<file path="src/rtl/sim_player_pkg.sv">
// sim_player_pkg
// Shared types and default constants for the event player.
//   ev_rec_t : event record layout {tm, sig, val, last} at default widths
//   state_e  : player FSM states
//   *_DEF    : default parameter values for sim_event_player / ev_fifo
package sim_player_pkg;

  localparam int TIME_W_DEF = 16;
  localparam int SIG_N_DEF  = 4;
  localparam int SIG_W_DEF  = 2;
  localparam int DEPTH_DEF  = 4;

  typedef enum logic [1:0] {
    ST_IDLE = 2'd0,
    ST_RUN  = 2'd1,
    ST_DONE = 2'd2
  } state_e;

  // Field order is shared with the parameterised record in sim_event_player,
  // so a FIFO word can be reinterpreted with either type.
  typedef struct packed {
    logic [TIME_W_DEF-1:0] tm;
    logic [SIG_W_DEF-1:0]  sig;
    logic                  val;
    logic                  last;
  } ev_rec_t;

endpackage

</file>
<file path="src/rtl/ev_fifo.sv">
// ev_fifo
// Synchronous FIFO holding packed event records for the player.
// Ports:
//   clk, rst        clock, synchronous active-high reset
//   clr_i           synchronous flush (pointers and count to zero)
//   push_i, wdata_i write request / data (ignored when full, no bypass)
//   pop_i, rdata_o  read request / head-of-queue data (ignored when empty)
//   full_o, empty_o status flags
//   count_o         number of stored entries (0..DEPTH)
// DEPTH must be a power of two so the pointers wrap naturally.
module ev_fifo
  import sim_player_pkg::*;
#(
  parameter int W     = 8,
  parameter int DEPTH = DEPTH_DEF
) (
  input  logic                     clk,
  input  logic                     rst,
  input  logic                     clr_i,
  input  logic                     push_i,
  input  logic [W-1:0]             wdata_i,
  input  logic                     pop_i,
  output logic [W-1:0]             rdata_o,
  output logic                     full_o,
  output logic                     empty_o,
  output logic [$clog2(DEPTH):0]   count_o
);

  localparam int AW = $clog2(DEPTH);

  logic [W-1:0]  mem_q [DEPTH];
  logic [AW-1:0] wr_ptr_q, wr_ptr_d;
  logic [AW-1:0] rd_ptr_q, rd_ptr_d;
  logic [AW:0]   count_q, count_d;
  logic          do_push, do_pop;

  assign full_o  = (count_q == (AW+1)'(DEPTH));
  assign empty_o = (count_q == '0);
  assign count_o = count_q;
  assign rdata_o = mem_q[rd_ptr_q];

  // Fullness is judged on the registered count, so a pop in the same cycle
  // never frees a slot for a push into a full FIFO.
  assign do_push = push_i && !full_o;
  assign do_pop  = pop_i && !empty_o;

  always_comb begin
    wr_ptr_d = wr_ptr_q;
    rd_ptr_d = rd_ptr_q;
    count_d  = count_q;
    if (do_push) wr_ptr_d = wr_ptr_q + 1'b1;
    if (do_pop)  rd_ptr_d = rd_ptr_q + 1'b1;
    case ({do_push, do_pop})
      2'b10:   count_d = count_q + 1'b1;
      2'b01:   count_d = count_q - 1'b1;
      default: count_d = count_q;
    endcase
  end

  always_ff @(posedge clk) begin
    if (rst || clr_i) begin
      wr_ptr_q <= '0;
      rd_ptr_q <= '0;
      count_q  <= '0;
    end else begin
      wr_ptr_q <= wr_ptr_d;
      rd_ptr_q <= rd_ptr_d;
      count_q  <= count_d;
    end
  end

  // Storage needs no reset: entries are only visible between the pointers.
  always_ff @(posedge clk) begin
    if (do_push) mem_q[wr_ptr_q] <= wdata_i;
  end

endmodule

</file>
<file path="src/rtl/sim_event_player.sv">
// sim_event_player
// Replays a queue of timed events onto a small bank of output signals.
// Events are accepted into a FIFO; once started, a cycle timer runs and each
// head event whose time has been reached is applied to sig_out (one per cycle).
// Ports:
//   clk, rst                    clock, synchronous active-high reset
//   start                       begin playback from IDLE, restart from DONE
//   ev_valid/ev_ready           event handshake
//   ev_time/ev_sig/ev_val/ev_last  event record fields
//   sig_out                     replayed signal values
//   busy, done                  state RUN / state DONE
//   err                         sticky bad-index (or ordering) error
// Build option:
//   PLAYER_ORDER_CHECK_EN  when defined, an event whose time is earlier than
//                          the previously accepted one is dropped and sets err.
//
// state | meaning
// ------+--------------------------------------------------------------
// IDLE  | after reset; events accepted, timer stopped, nothing applied
// RUN   | timer counting; due head events applied to sig_out
// DONE  | last event applied; intake closed, waiting for start
module sim_event_player
  import sim_player_pkg::*;
#(
  parameter int TIME_W = TIME_W_DEF,
  parameter int SIG_N  = SIG_N_DEF,
  parameter int SIG_W  = SIG_W_DEF,
  parameter int DEPTH  = DEPTH_DEF
) (
  input  logic              clk,
  input  logic              rst,
  input  logic              start,
  input  logic              ev_valid,
  output logic              ev_ready,
  input  logic [TIME_W-1:0] ev_time,
  input  logic [SIG_W-1:0]  ev_sig,
  input  logic              ev_val,
  input  logic              ev_last,
  output logic [SIG_N-1:0]  sig_out,
  output logic              busy,
  output logic              done,
  output logic              err
);

  typedef struct packed {
    logic [TIME_W-1:0] tm;
    logic [SIG_W-1:0]  sig;
    logic              val;
    logic              last;
  } ev_t;

  localparam int REC_W = $bits(ev_t);
  localparam logic [TIME_W-1:0] TIMER_MAX = '1;

  state_e             state_q, state_d;
  logic [TIME_W-1:0]  timer_q, timer_d;
  logic [SIG_N-1:0]   sig_out_q, sig_out_d;
  logic               err_q, err_d;

  logic               accept, order_bad, fifo_push, pop, restart, idx_ok;
  logic               fifo_full, fifo_empty;
  logic [REC_W-1:0]   fifo_rdata;
  logic [$clog2(DEPTH):0] unused_fifo_cnt;
  ev_t                head, in_rec;

  assign ev_ready = !fifo_full && (state_q != ST_DONE);
  assign accept   = ev_valid && ev_ready;
  assign restart  = (state_q == ST_DONE) && start;

  assign in_rec = '{tm: ev_time, sig: ev_sig, val: ev_val, last: ev_last};
  assign head   = ev_t'(fifo_rdata);

`ifdef PLAYER_ORDER_CHECK_EN
  logic [TIME_W-1:0] last_time_q, last_time_d;

  assign order_bad = accept && (ev_time < last_time_q);

  // Dropped events do not move the reference time forward.
  always_comb begin
    last_time_d = last_time_q;
    if (restart)                     last_time_d = '0;
    else if (accept && !order_bad)   last_time_d = ev_time;
  end

  always_ff @(posedge clk) begin
    if (rst) last_time_q <= '0;
    else     last_time_q <= last_time_d;
  end
`else
  assign order_bad = 1'b0;
`endif

  assign fifo_push = accept && !order_bad;

  // Head pops once its time is reached; a late (out-of-order) event pops at once.
  assign pop    = (state_q == ST_RUN) && !fifo_empty && (head.tm <= timer_q);
  assign idx_ok = 32'(head.sig) < 32'(SIG_N);

  ev_fifo #(
    .W     (REC_W),
    .DEPTH (DEPTH)
  ) u_fifo (
    .clk     (clk),
    .rst     (rst),
    .clr_i   (restart),
    .push_i  (fifo_push),
    .wdata_i (in_rec),
    .pop_i   (pop),
    .rdata_o (fifo_rdata),
    .full_o  (fifo_full),
    .empty_o (fifo_empty),
    .count_o (unused_fifo_cnt)
  );

  always_comb begin
    state_d   = state_q;
    timer_d   = timer_q;
    sig_out_d = sig_out_q;
    err_d     = err_q;

    unique case (state_q)
      ST_IDLE: begin
        if (start) begin
          state_d = ST_RUN;
          timer_d = '0;
        end
      end
      ST_RUN: begin
        if (timer_q != TIMER_MAX) timer_d = timer_q + 1'b1;
        if (pop) begin
          // An out-of-range index matches no bit, so sig_out is untouched.
          for (int i = 0; i < SIG_N; i++) begin
            if (head.sig == SIG_W'(i)) sig_out_d[i] = head.val;
          end
          if (!idx_ok)   err_d   = 1'b1;
          if (head.last) state_d = ST_DONE;
        end
      end
      ST_DONE: begin
        if (start) begin
          state_d = ST_RUN;
          timer_d = '0;
        end
      end
      default: state_d = ST_IDLE;
    endcase

    if (order_bad) err_d = 1'b1;
  end

  always_ff @(posedge clk) begin
    if (rst) begin
      state_q   <= ST_IDLE;
      timer_q   <= '0;
      sig_out_q <= '0;
      err_q     <= 1'b0;
    end else begin
      state_q   <= state_d;
      timer_q   <= timer_d;
      sig_out_q <= sig_out_d;
      err_q     <= err_d;
    end
  end

  assign sig_out = sig_out_q;
  assign busy    = (state_q == ST_RUN);
  assign done    = (state_q == ST_DONE);
  assign err     = err_q;

endmodule

</file>
<file path="config.mk">
export PLATFORM = sky130hd
export DESIGN_NAME = sim_event_player
export DESIGN_NICKNAME = d
export VERILOG_FILES = /design/src/rtl/sim_player_pkg.sv /design/src/rtl/ev_fifo.sv /design/src/rtl/sim_event_player.sv
export SDC_FILE = /design/constraint.sdc
export NUM_CORES = 1
export LEC_CHECK = 0
export CAP_MARGIN = 0
export CORE_UTILIZATION = 45
export CTS_BUF_LIST = sky130_fd_sc_hd__clkbuf_4
export CTS_CLUSTER_SIZE = 40
export DETAILED_ROUTE_END_ITERATION = 10
export PLACE_DENSITY_LB_ADDON = 0.15
export SLEW_MARGIN = 20
export SYNTH_ARGS = -nofsm -noshare
export SYNTH_HDL_FRONTEND = slang
export SYNTH_SLANG_ARGS = --single-unit
</file>
<file path="constraint.sdc">
create_clock -name clk -period 4.9 [get_ports clk]
set_clock_uncertainty 0.2 [all_clocks]
set_input_delay 0.735 -clock clk [delete_from_list [all_inputs] [get_ports clk]]
set_output_delay 0.735 -clock clk [all_outputs]
set_load 0.02 [all_outputs]
</file>
==> flow_summary.yaml <==
synth:
  syn_area_um2: 4780
  syn-num-nets: 381
  synthTopCellsByArea: "edfxtp_1 50%, dfxtp_1 13%, mux4_2 9.4%"
  yosysWarnings: 0
  yosysTopAreaCell: "edfxtp_1"
  synthCells: 334
  synth-seq-cells: 111
  postSynthAreaPerCell_um2: 14.3
  synth_cell_types: 43
  synth.top_cell.area_share: 0.502
  seq_area_frac_synth: 0.632
routing:
  wl_um: 8330
  viasPerCell: 5.16
  wl_per_cell_um: 16.2
  drt_pass1_iterations: 5
  drtIter0Drc: 99
  drc_errors: 0
  ant_nets: 0
  vias: 2646
die:
  std_cell_rows: 37
  core_area_um2: 10300
  die_area_um2: 11000
  die_x_um: 105
  fp.dieH_um: 105
  start_util: 0.463
  io_pins: 32
pwr:
  p_total_mw: 1.69
  p_int_mw: 1.26
  clock_power_share: 0.246
  ir_drop_uv: 196
  p_leak_nw: 1.78
  p_per_area_nw_per_um2: 314
  power.switching_uw: 430
  seqPwrFrac: 0.636
  power_frac_comb: 0.118
  swShare: 0.254
cts:
  clk_latency_ps: 450
  cts_setup_buffers: 0
  clockBufferDepth: 2
  clk_pin_slew_ps: 170
  cts_hold_buf: 0
  post_cts_resized: 0
  cts_root_buf: "clkbuf_4"
  cts_sinks: 111
  cts_inserted_buffers: 9
  cts_htree_levels: 3
  tritoncts: "done"
global_route:
  grt_pass1_vias: 2635
  overflow: 0
  grtUsageTotal: 0.168
  grt_first_pass_wirelength_um: 13700
  grt_max_degree: 21
  antenna_found_initial: 1
finish:
  area_delta_synth_final_pct: 12.4
  final_cell_mix: "80 x edfxtp_1, 31 x dfxtp_1, 30 x clkdlybuf4s50_1, 26 x nor2_1, 25 x inv_1"
  final-seq-area_um2: 3020
  drive_above_1_share: 0.136
  final_core_util: 0.521
  multiInputGateArea_um2: 1640
  mostFrequentLayoutCell: "edfxtp_1"
  finalInstanceArea_um2: 5380
  fill_cells: 896
  nets: 418
timing:
  fin_crit_sh: 0.857
  period_minus_slack_ps: 4200
  max_freq_mhz: 238
  worst_pin_slew_ps: 713
  slew_headroom: 0.521
  finalSetupTns_ps: 0
  fin_ws_ps: 700
  rsz0062_at_grt: "no"
  setup_violations: 0
  hold_viol_final: 0
  drv_slew: 0
placed_design:
  dpl.hpwl_um: 5860
  post-place-ws_ps: 691
  postPlaceCellArea_um2: 5250
  gp_congestion: 0.814
  io_buffer_count: 30
worst_setup_path:
  worst_ep_required_time_ps: 5100
  r2r_cells: 13
  crit_arrival_ps: 4400
  crit_path_start_kind: "flop"
  end_kind: "flop"
  critPathKind: "reg2reg"
  path_max_fanout: 6
flow_run:
  max-cap-violations: 0
outcome:
  status: "finished clean"
hold_path:
  hold_path_class: "reg2reg"
  hold_depth: 2
flip-flops by register name, indices dropped and copies added (netlist names), named ones only:
signal,cells
u_fifo.mem_q,80
timer_q,16
sig_out,4
u_fifo.count_o,3
state_q,2
u_fifo.rd_ptr_q,2
u_fifo.wr_ptr_q,2
layout make-up:
class / count / share of cell area
Sequential cell: 111 / 0.562
Multi-Input combinational cell: 190 / 0.304
Clock inverter: 7 / 0.00978
Timing Repair Buffer: 34 / 0.0615
Clock buffer: 9 / 0.0126
Tap cell: 136 / 0.0317
Antenna cell: 1 / 0.000466
Inverter: 25 / 0.0175
cells by family (layout without fill, tap and decap cells):
logic type / count (synthesis) / in the layout / synth area share
multiplexers: 26 / 26 / 0.107
AO/OA/AOI/OAI: 27 / 27 / 0.0361
XOR/XNOR: 17 / 17 / 0.0311
AND/OR/NAND/NOR: 96 / 96 / 0.104
adder cells (fa/ha/maj): 23 / 23 / 0.0617
flip-flops: 111 / 111 / 0.632
other: 1 / 2 / 0.000784
buffers and inverters: 33 / 75 / 0.0272
power by group through the flow:
| stage | Clock [mW] | Sequential [mW] | Combinational [mW] |
|---|---|---|---|
| final | 0.416 | 1.08 | 0.199 |
| after detailed placement | 0 | 1.10 | 0.203 |
| after floorplan | 0 | 1.09 | 0.133 |
| after CTS | 0.438 | 1.08 | 0.203 |
| after global routing | 0.468 | 1.08 | 0.224 |
| after global placement | 0 | 1.10 | 0.198 |
per-layer routing:
metal,vias up,GRT usage,part of all wire
li1,1305,-,-
met1,1307,0.237,0.50
met2,32,0.257,0.46
met3,2,0.0387,0.035
met4,0,0.0573,0.0060
met5,-,0,0
stage by stage:
stage / instances / hold WS, ps
floorplan: 334 / 269
global placement: 496 / 263
detailed placement: 496 / 271
CTS: 512 / 294
global route: 513 / 314
finish: 513 / 290
synth_stat cells (all sizes together):
library cell / n
xnor2: 15
xor2: 2
a211oi: 2
a21o: 1
a21oi: 11
mux4: 20
dfxtp: 31
nand3b: 1
inv: 25
a21boi: 3
fa: 1
nor3: 8
nand2b: 9
buf: 3
o21bai: 1
mux2i: 4
edfxtp: 80
nand4: 8
o21ba: 1
and3b: 1
o21ai: 5
nand3: 5
a31oi: 1
and3: 7
mux2: 2
o22ai: 1
nor2: 26
nor2b: 5
ha: 22
clkbuf: 5
conb: 1
or3: 2
and2: 1
nand2: 18
nor4: 4
a311oi: 1
nor3b: 1
worst max-delay path, cell delays in order (launching register included):
cell     delay, ps
dfxtp_1        540
buf_4          240
mux4_2         510
ha_1           310
nand4_1        180
nor4_1         480
nand4_1        350
nand2_1        150
ha_1           180
inv_1           60
fa_1           370
xor2_1         160
or3_1          300
a21oi_1        130
path summary, 6_finish.rpt:
path              slack (ps)                        endpoint                    start
hold / removal           290         sig_out[1]$_SDFFE_PP0P_  sig_out[1]$_SDFFE_PP0P_
setup reg to reg         700  u_fifo.count_o[2]$_SDFFE_PP0P_                     flop
hold reg to reg          290         sig_out[1]$_SDFFE_PP0P_  sig_out[1]$_SDFFE_PP0P_
setup / recovery         700  u_fifo.count_o[2]$_SDFFE_PP0P_                     flop
(Power assumes the default switching activity.)
